**src/rtl/rca_adder.sv**
```systemverilog
// Ripple-carry adder with a combinational sum, carry, overflow and per-stage carry view.
// It also provides a one-cycle registered copy of sum, cout and ovf.
`timescale 1ns/1ps
module rca_adder #(
  parameter int WIDTH = 4
) (
  input  logic             clk,
  input  logic             rst,
  input  logic [WIDTH-1:0] a,
  input  logic [WIDTH-1:0] b,
  input  logic             cin,
  output logic [WIDTH-1:0] sum,
  output logic             cout,
  output logic             ovf,
  output logic [WIDTH-1:0] carry,
  output logic [WIDTH-1:0] sum_q,
  output logic             cout_q,
  output logic             ovf_q
);

  logic [WIDTH-1:0] stage_cin;
  logic [WIDTH-1:0] sum_d;
  logic             cout_d;
  logic             ovf_d;

  // Full-adder ripple chain; stage_cin keeps each stage's carry-in for the overflow rule.
  always_comb begin : ripple_chain
    logic c;
    c         = cin;
    sum       = {WIDTH{1'b0}};
    carry     = {WIDTH{1'b0}};
    stage_cin = {WIDTH{1'b0}};
    for (int i = 0; i < WIDTH; i++) begin
      stage_cin[i] = c;
      sum[i]       = a[i] ^ b[i] ^ c;
      carry[i]     = (a[i] & b[i]) | (a[i] & c) | (b[i] & c);
      c            = carry[i];
    end
  end

  // Carry out and signed overflow taken from the MSB stage.
  always_comb begin
    cout = carry[WIDTH-1];
    ovf  = carry[WIDTH-1] ^ stage_cin[WIDTH-1];
  end

  // Next-state for the output registers; reset wins over capture.
  always_comb begin
    sum_d  = {WIDTH{1'b0}};
    cout_d = 1'b0;
    ovf_d  = 1'b0;
    if (rst) begin
      sum_d  = {WIDTH{1'b0}};
      cout_d = 1'b0;
      ovf_d  = 1'b0;
    end else begin
      sum_d  = sum;
      cout_d = cout;
      ovf_d  = ovf;
    end
  end

  // Output registers, updated every cycle.
  always_ff @(posedge clk) begin
    sum_q  <= sum_d;
    cout_q <= cout_d;
    ovf_q  <= ovf_d;
  end

endmodule

```
**config.mk**
```make
export PLATFORM = sky130hd
export DESIGN_NAME = rca_adder
export DESIGN_NICKNAME = d
export VERILOG_FILES = /design/src/rtl/rca_adder.sv
export SDC_FILE = /design/constraint.sdc
export NUM_CORES = 1
export LEC_CHECK = 0
export BUFFER_PORTS_ARGS = -buffer_cell sky130_fd_sc_hd__buf_2
export CORE_AREA = 2 2 39 41
export CTS_CLUSTER_SIZE = 8
export DETAILED_ROUTE_END_ITERATION = 16
export DIE_AREA = 0 0 41 43
export GPL_ROUTABILITY_DRIVEN = 0
export PLACE_DENSITY = 0.62
export SYNTH_ARGS = -nofsm -noshare
export SYNTH_HDL_FRONTEND = slang
export SYNTH_SLANG_ARGS = --single-unit
```
**constraint.sdc**
```tcl
create_clock -name clk -period 1.92 [get_ports clk]
set_input_delay 0 -clock clk [delete_from_list [all_inputs] [get_ports clk]]
set_output_delay 0 -clock clk [all_outputs]
set_load 0.01 [all_outputs]
```
==> impl_metrics.json <==
{
  "power_density_nw_per_um2": 803,
  "ant_nets": 0,
  "core_area_um2": 1380,
  "utilization_pct": 35.0,
  "netlist_top_cells_area": "dfxtp_1 42%, fa_1 28%, inv_1 13%",
  "grt_use_met3_pct": 0.524,
  "p_leak_nw": 0.276,
  "gr-total-overflow": 0,
  "antenna_found_initial": 0,
  "postCtsSetupRepairBufs": 0,
  "arrival_ns": 1.81,
  "syn_avg_cell_area_um2": 10.1,
  "synthTopCellsByCount": "10 x inv_1, 6 x dfxtp_1, 4 x fa_1, 3 x nor2_1, 3 x nor2b_1",
  "dr_total_vias": 260,
  "fillCellCount": 157,
  "hold_viol_final": 0,
  "path_class": "in2out",
  "synth_top_family_by_area": "adder cells",
  "synth_cell_types": 7,
  "place_ws_ns": 0.0393,
  "regArea_um2": 120,
  "yosysWarnings": 0,
  "layout.cells.non_filler": 74,
  "wl_per_cell_um": 7.95,
  "pin_count": 27,
  "drv_cap": 0,
  "slew-limit-headroom_pct": 91.5,
  "grt_max_degree": 7,
  "syn_area_um2": 284,
  "numCtsBuffers": 3,
  "clk_path_buf_depth": 2,
  "cts-root-buf": "clkbuf_4",
  "met2_usage_pct": 13.4,
  "first_pass_iters": 1,
  "multi_input_area_um2": 136,
  "cts_tree": "built",
  "yosysTopAreaCellShare_pct": 42.3,
  "io_buffers": 26,
  "hpwl_um": 529,
  "synth_flop_cell": "dfxtp_1",
  "place_area_um2": 452,
  "fp.dieH_um": 43,
  "drt-initial-drc-count": 0,
  "fin_area_um2": 484,
  "required_ns": 1.92,
  "fp-row-count": 14,
  "start_util_pct": 20.5,
  "yosysTopAreaCell": "dfxtp_1",
  "vias_per_cell": 3.51,
  "grt_pass1_wl_um": 993,
  "cp_max_fo": 2,
  "synth-edff-count": 0,
  "period_share_pct": 94.3,
  "power_uw": 389,
  "yosysMostFrequentCell": "inv_1",
  "vdd_drop_max_uv": 231,
  "run_status": "complete, no violations",
  "placedCellCount": 70,
  "drc": 0,
  "setup_tns_ns": 0,
  "postSynthCellCount": 28,
  "wl_um": 588,
  "critPathCaptureType": "output pin",
  "timing.hold.ws_ns": 0.203,
  "grt_most_used_layer": "met2",
  "muxShareOfSynthArea_pct": 0,
  "rsz0062_at_grt": "no",
  "drive_above_1_share_pct": 65.5,
  "synth.net_count": 43,
  "ys_seq_area_share_pct": 42.3,
  "nNetsFinal": 75,
  "hp-class": "in2reg",
  "grt_pass1_vias": 268,
  "finalCriticalPeriod_ns": 1.81,
  "htreeDepth": 1,
  "syn2layout_area_growth_pct": 70.5,
  "grt_use_met1_pct": 8.25,
  "slew_violations": 0,
  "grt.total_usage_pct": 9.01,
  "async_flop_share_pct": 0,
  "setup_slack_ns": 0.109,
  "synth_xor_area_share_pct": 3.08,
  "synth-seq-cells": 6,
  "yosys.area_share.adder_pct": 28.2,
  "synth_simple_gate_area_share_pct": 10.6,
  "die_w_um": 41,
  "worst_pin_slew_ns": 0.127,
  "setup_viol": 0,
  "max_freq_ghz": 0.552,
  "synth_compound_area_share_pct": 0,
  "critPathLaunchType": "input pin",
  "cts_sinks": 6,
  "clk_pin_slew_worst_paths_ns": 0.04,
  "dieArea_um2": 1760,
  "n_antenna_cell": 0
}
-- layout by cell type (no fill, tap or decap) --
master,count
buf_4,1
fa_2,4
dlygate4sd3_1,1
nor2_1,3
inv_2,3
buf_2,26
nor2b_1,3
dfxtp_1,6
xnor2_2,1
clkbuf_4,3
inv_1,7
-- final cells by class --
class | count | area share [%]
multi-input cells | 11 | 28.2
inverters | 10 | 7.75
clock buffers | 3 | 4.65
well taps | 16 | 4.13
flip-flops and latches | 6 | 24.8
repair buffers | 28 | 30.5
-- worst max-delay path, stage by stage --
cell and delay, ns:
buf_2 0.10, inv_1 0.07, fa_2 0.20, inv_2 0.05, fa_2 0.36, fa_2 0.35
inv_2 0.07, fa_2 0.44, inv_1 0.06, buf_2 0.12
-- where the power goes --
part | leakage (nW) | internal [mW] | total [mW] | switching (mW)
Sequential | 0.0500 | 0.140 | 0.142 | 0.00235
Combinational | 0.212 | 0.0674 | 0.138 | 0.0701
Clock | 0.0138 | 0.0703 | 0.109 | 0.0392
-- sequential cells by signal, summed over array words and instances (netlist names) --
signal	flops
cout_q	1
ovf_q	1
sum_q	4
-- worst paths after layout --
| check | start | endpoint | cells past startpoint |
|---|---|---|---|
| min | b[1] | sum_q[1] | 3 |
| max | b[0] | sum[3] | 10 |
-- cell families (layout without fill, tap and decap cells) --
kind of cell,after synthesis,in the layout
DFF,6,6
and+or+nand+nor,6,6
buffers and inverters,11,41
adders and majority gates,4,4
xor gates and xnor gates,1,1
-- repair_timing --
action,4_1_cts,5_1_grt
hold endpoints to repair,6,0
setup endpoints to repair,0,1
hold buffers,1,0
gates resized for setup,0,1
-- layer usage --
layer,vias to the layer above,part of all wire (%)
met3,2,12
met5,-,0
met2,17,54
li1,134,-
met1,107,31
met4,0,3.7
Note: power is estimated with default switching activity, not from simulation.
